### src/rtl/cmb_sequencer.sv
// rtl/cmb_sequencer.sv - drives test vectors into a combinational datapath, samples and scores its response
module cmb_sequencer #(
  parameter int SETTLE = 2,
  parameter int CNT_W  = 16
) (
  input  logic             clk,
  input  logic             rst,
  input  logic             vec_valid,
  output logic             vec_ready,
  input  logic [15:0]      vec_data,
  input  logic [3:0]       vec_expect,
  output logic [15:0]      cmb_in,
  input  logic [3:0]       cmb_out,
  output logic             res_valid,
  input  logic             res_ready,
  output logic [3:0]       res_data,
  output logic             res_match,
  output logic [CNT_W-1:0] vec_count,
  output logic [CNT_W-1:0] err_count,
  output logic             busy
);

  typedef enum logic [1:0] {
    S_IDLE,
    S_SETTLE,
    S_CAPTURE,
    S_HOLD
  } state_t;

  localparam logic [7:0]       SETTLE_LD = 8'(SETTLE);
  localparam logic [CNT_W-1:0] CNT_MAX   = '1;
  localparam logic [CNT_W-1:0] CNT_ONE   = CNT_W'(1);

  state_t           r_state;
  state_t           w_next;
  logic [7:0]       r_timer;
  logic [3:0]       r_expect;
  logic [15:0]      r_cmb_in;
  logic [3:0]       r_res_data;
  logic             r_res_match;
  logic [CNT_W-1:0] r_vec_count;
  logic [CNT_W-1:0] r_err_count;
  logic             w_accept;
  logic             w_mismatch;

  assign w_accept   = (r_state == S_IDLE) && vec_valid;
  assign w_mismatch = (cmb_out != r_expect);

  assign vec_ready  = (r_state == S_IDLE);
  assign busy       = (r_state != S_IDLE);
  assign res_valid  = (r_state == S_HOLD);
  assign cmb_in     = r_cmb_in;
  assign res_data   = r_res_data;
  assign res_match  = r_res_match;
  assign vec_count  = r_vec_count;
  assign err_count  = r_err_count;

  // State register; reset wins over any handshake in the same cycle.
  always_ff @(posedge clk) begin
    if (rst) r_state <= S_IDLE;
    else     r_state <= w_next;
  end

  // Next-state logic; SETTLE is skipped entirely when the settle time is zero.
  always_comb begin
    w_next = r_state;
    case (r_state)
      S_IDLE:    if (vec_valid) w_next = (SETTLE_LD != 8'd0) ? S_SETTLE : S_CAPTURE;
      S_SETTLE:  if (r_timer <= 8'd1) w_next = S_CAPTURE;
      S_CAPTURE: w_next = S_HOLD;
      S_HOLD:    if (res_ready) w_next = S_IDLE;
      default:   w_next = S_IDLE;
    endcase
  end

  // Vector latch, settle timer, result capture and saturating scoreboard counters.
  always_ff @(posedge clk) begin
    if (rst) begin
      r_timer     <= 8'd0;
      r_expect    <= 4'd0;
      r_cmb_in    <= 16'd0;
      r_res_data  <= 4'd0;
      r_res_match <= 1'b0;
      r_vec_count <= '0;
      r_err_count <= '0;
    end else begin
      if (w_accept) begin
        r_cmb_in <= vec_data;
        r_expect <= vec_expect;
        r_timer  <= SETTLE_LD;
      end
      if (r_state == S_SETTLE && r_timer != 8'd0) begin
        r_timer <= r_timer - 8'd1;
      end
      if (r_state == S_CAPTURE) begin
        r_res_data  <= cmb_out;
        r_res_match <= ~w_mismatch;
        if (r_vec_count != CNT_MAX) r_vec_count <= r_vec_count + CNT_ONE;
        if (w_mismatch && r_err_count != CNT_MAX) r_err_count <= r_err_count + CNT_ONE;
      end
    end
  end

endmodule

### config.mk
export PLATFORM = sky130hd
export DESIGN_NAME = cmb_sequencer
export DESIGN_NICKNAME = d
export VERILOG_FILES = /design/src/rtl/cmb_sequencer.sv
export SDC_FILE = /design/constraint.sdc
export NUM_CORES = 1
export LEC_CHECK = 0
export CAP_MARGIN = 20
export CELL_PAD_IN_SITES_DETAIL_PLACEMENT = 0
export CELL_PAD_IN_SITES_GLOBAL_PLACEMENT = 1
export CORE_ASPECT_RATIO = 0.7
export CORE_UTILIZATION = 40
export CTS_BUF_LIST = sky130_fd_sc_hd__clkbuf_8
export DETAILED_ROUTE_END_ITERATION = 12
export PLACE_DENSITY = 0.95
export SLEW_MARGIN = 20
export SYNTH_ARGS = -nofsm -noshare
export SYNTH_HDL_FRONTEND = slang
export SYNTH_SLANG_ARGS = --single-unit
### constraint.sdc
create_clock -name clk -period 4.6 [get_ports clk]
set_input_delay 0.92 -clock clk [delete_from_list [all_inputs] [get_ports clk]]
set_output_delay 0.92 -clock clk [all_outputs]
set_load 0.005 [all_outputs]
## After elaboration in Yosys (flattened, before gate mapping)

Cells that the tools add are included.

| word-level totals | value |
|---|---|
| flip-flop bits (word level) | 67 |
| bits of input ports | 28 |

| cells by class | value |
|---|---|
| add/sub/neg operators | 3 |
| magnitude comparators | 1 |
| equal/unequal tests | 9 |
| muxes and demuxes | 6 |
| bitwise operators | 1 |
| reduce and logical (&&, ||, !) cells | 10 |

Operator list:

| kind | count |
|---|---|
| $add A16 B1 Y16 const B | 2 |
| $ne A16 B16 Y1 const B | 2 |
| $mux W8 | 2 |
| $le A8 B1 Y1 const B | 1 |
| $pmux W2 S4 | 1 |
| $reduce_bool A8 Y1 | 1 |
| $sub A8 B1 Y8 const B | 1 |
| $mux W2 | 3 |
| $eq A2 B2 Y1 const B | 2 |
| $ne A2 B2 Y1 const B | 2 |
| $ne A4 B4 Y1 | 1 |
| $reduce_and A2 Y1 | 2 |
| $reduce_bool A2 Y1 | 2 |
| $logic_and A1 B1 Y1 | 3 |
| $reduce_and A3 Y1 | 1 |
| $eq A2 B1 Y1 const B | 1 |
| $logic_not A2 Y1 | 1 |
| $ne A2 B1 Y1 const B | 1 |
| $not A1 Y1 | 1 |

## Logic depth before layout (Yosys ltp)

| depth | value |
|---|---|
| depth after elaboration | 4 |
| depth in mapped cells | 7 |

## Worst setup path before layout

OpenSTA, ideal clock, no wires.

| path | value |
|---|---|
| kind | input-to-reg |
| start point | in cmb_out[2] |
| end point | reg r_err_count[13], in the netlist err_count[13] |
| arrival | 2,177 ps |
| data required time | 4,477 ps |
| setup slack | 2,300 ps |
| stages on the path | 5 |
| cells stage by stage | xor2_1 o41ai_4 buf_2 nor4_1 mux2_1 |

| between the ends | value |
|---|---|
| cells in the longest elaborated chain, start to end | 3 |

RTL lines:

| item | line | source |
|---|---|---|
| start, declared | 13 | `input logic [3:0] cmb_out,` |
| $ne A4 B4 Y1 | 47 | `assign w_mismatch = (cmb_out != r_expect);` |
| $logic_and A1 B1 Y1 | 99 | `if (w_mismatch && r_err_count != CNT_MAX) r_err_count <= r_err_count + CNT_ONE;` |
| $reduce_and A2 Y1 (no line) | - |  |
| end signal, assigned | 99 |  |
| end, declared | 42 | `logic [CNT_W-1:0] r_err_count;` |

Every way passes these cells.
A chain may end at the register's enable or synchronous reset.

## Worst setup path after layout

Same ends and word-level chain as after synthesis.

==> out/results.tsv <==
stage	metric	value	unit
cts	PostCTS Resize Cnt	0	
run_status	status	complete, no violations	
sta	final critical-path required period	2.85	ns
power	Power, Total	1940	uW
worst_setup_path	WP data required	4.84	ns
sta	Worst Tran Pin Value	1.05	ns
floorplan	die area	0.00852	sq mm
cts	clock sinks	67	
cts	Root Buffer	clkbuf_8	
placed_design	gp weighted congestion	0.789	
cts	worst skew pair latency	0.35	ns
worst_setup_path	Setup crit start	cmb_out[2]	
sta	max-slew violation count	0	
final_layout	share of cells above drive strength 1	7.11	%
cts	Post-CTS Setup Inserts	0	
final_layout	Antenna Cells	0	
global_route	Congestion Overflow GR	0	
final_layout	Net count, final	496	
detailed_routing	Avg WL per Cell	14.8	um
worst_setup_path	Critical Path Start Type	primary input	
worst_setup_path	worst-case reg-to-reg path depth	6	
final_layout	area grow syn2layout	34.1	%
synthesis	sequential fraction of the synthesis area	41.2	%
cts	cts hold-fix bufs	0	
synthesis	synth unique cells	56	
cts	CTS tree	done	
detailed_routing	first-pass iteration count of the detailed router	6	
sta	max frequency	351	MHz
synthesis	Yosys warning count	0	
detailed_routing	DR vias	3168	
sta	Slew HR	30.0	%
synthesis	Syn Inst Count	380	
worst_hold_path	HP Class	flip-flop to flip-flop	
worst_setup_path	CP endpoint kind	flip-flop	
global_route	Tot GR Track Use	20.4	%
final_layout	Fillers	737	
sta	final hold violations	0	
detailed_routing	first-iteration detailed-routing DRC count	120	
detailed_routing	routed vias/inst	5.61	
run	max_cap viols	0	
synthesis	Cell Area, Synth	0.00326	sq mm
worst_setup_path	critical path peak fanout	20	
cts	H-tree Lvls	3	
sta	Finish-stage setup viols	0	
placed_design	port buffer count	83	
worst_setup_path	Worst setup endpoint	err_count[13]	
floorplan	Initial Util	41.4	%
placed_design	dpl hpwl	5.87	mm
worst_setup_path	worst r2r dst	vec_count[15]	
worst_setup_path	worst r2r src	r_state[0]	
floorplan	# rows	27	
worst_setup_path	r2r setup slk	2.13	ns
global_route	initial antenna violation count	0	
sta	fin crit share	61.9	%
detailed_routing	# DRC	0	
worst_setup_path	CP Class	primary input to flip-flop	
global_route	pin count of the biggest net entering global routing	45	
global_route	vias in the first global route	2847	
cts	cts bufs inserted	9	
power	Max IR drop VDD	298	uV
sta	Setup Total Neg Slack	0	ns
synthesis	Post-synth EDFFs	0	
global_route	first-pass GRT wire length	13.6	mm
floorplan	Top Ports	84	
synthesis	dominant synthesized flop cell	dfxtp_1	
cts	clk buf depth	2	
worst_setup_path	Arr. time, crit path	3.08	ns
synthesis	Synthesized Nets	417	
floorplan	DIE WIDTH	110	um
detailed_routing	Detail Route Antenna Nets	0	
sta	Worst Skew	0.0101	ns
floorplan	Die Height	77.5	um
cts	Clock Pin Slew Worst Setup and Hold Paths	0.08	ns
power	static leakage	0.00154	uW
detailed_routing	WL final	8.39	mm
synthesis	average size of a mapped cell	8.58	sq um
sta	RSZ-0062 raised after global routing	no	
floorplan	core area	0.00787	sq mm
synthesis	synthesis-stage register bit count	67	
synthesis	async set or reset register ratio after synthesis	0	%
power	Power Dens Cells	443	mW/mm^2
[cells in the mapped netlist (all sizes together), types with 4 or more instances]
library cell	number	share of area, %
a21oi	37	5.7
and4	4	1.1
buf	7	0.96
clkbuf	13	1.5
dfxtp	67	41
ha	9	3.5
inv	13	1.5
mux2	7	2.4
mux2i	6	1.8
nand2	60	6.9
nand3	18	2.8
nand4	11	2.6
nor2	22	2.5
nor2b	7	1.3
nor4	8	1.7
nor4b	4	1.3
o21ai	9	1.5
o311ai	6	1.6
o31ai	8	1.8
o41ai	9	3.6
or3	10	1.9
or4	8	2.0
xor2	4	1.1
[cells in the final DEF, fill, tap and decap left out, types with 3 or more instances in the layout]
cell type        Yosys  layout
or4_1                7       7
and4_1               4       4
ha_1                 9       9
nand3_1             18      18
dfxtp_1             67      67
nor2b_1              7       7
o21ai_0              4       4
buf_4                0       5
o41ai_1              7       7
nand4_1             10      10
clkdlybuf4s50_1      0      82
xor2_1               4       4
o311ai_1             3       3
clkbuf_8             0      10
nand2_1             60      60
nor2_1              22      22
o21ai_1              4       4
o31ai_1              8       8
a21oi_1             37      37
mux2i_1              6       6
nor4_1               7       7
o311ai_0             3       3
nor4b_1              3       3
mux2_1               7       7
or3_1               10      10
inv_1               13      13
[registers in the layout, summed over array words and instances (netlist names)]
signal	cells
err_count	16
r_expect	4
cmb_in	16
res_match	1
r_state	2
res_data	4
r_timer	8
vec_count	16
[worst min path at each step]
stage | from | to | cells past startpoint
finish | cmb_in[15] | cmb_in[15] | 2
global route | cmb_in[3] | cmb_in[3] | 2
CTS | cmb_in[15] | cmb_in[15] | 2
detailed placement | cmb_in[11] | cmb_in[11] | 2
global placement | cmb_in[15] | cmb_in[15] | 2
floorplan | r_expect[0] | r_expect[0] | 2
[area by class of cell]
cell class              count  area (sq um)  area share (%)
multi-input cells         280          1790            40.9
flip-flops and latches     67          1340            30.7
repair buffers             88           863            19.7
clock buffers              10           138            3.15
well taps                 101           126            2.89
clock inverters             6          65.1            1.49
inverters                  13          48.8            1.12
[logic make-up (layout without fill, tap and decap cells)]
| kind of cell | after synthesis | after routing | synth area share (%) |
|---|---|---|---|
| flops | 67 | 67 | 41.2 |
| mux | 13 | 13 | 4.26 |
| xor+xnor | 5 | 5 | 1.34 |
| fa+ha+maj | 9 | 9 | 3.45 |
| buf+inv | 33 | 117 | 3.95 |
| simple gates | 167 | 167 | 27.2 |
| compound gates | 86 | 86 | 18.6 |
[critical path, stage by stage]
cell	delay [ns]
clkdlybuf4s50_1	0.44
xor2_1	0.20
o41ai_4	0.98
nor4_1	0.19
mux2_1	0.36
[power by group]
group	switching (uW)	internal [uW]	leakage, uW
Combinational	369	317	0.000891
Clock	237	265	0.000102
Sequential	85.8	665	0.000544
[per-stage QoR]
step | util, % | worst slack [ns] | hold WS (ns) | cell area [sq um] | instances
after floorplan | - | 2.30 | 0.448 | 3260 | 380
after global placement | 53.0 | 1.50 | 0.442 | 4170 | 549
after detailed placement | 53.0 | 1.43 | 0.448 | 4170 | 549
after CTS | 55.5 | 1.81 | 0.458 | 4370 | 565
after global routing | 55.5 | 1.68 | 0.474 | 4370 | 565
final | 55.5 | 1.75 | 0.456 | 4370 | 565
[layer usage]
layer  wire (um)  vias to the layer above  GRT usage [%]
met5           0                        -              0
met4          70                        0           6.00
met3         442                        5           5.71
met2        3850                       93           32.5
met1        4030                     1515           26.7
li1            -                     1555              -
Note: power is estimated with default switching activity, not from simulation.
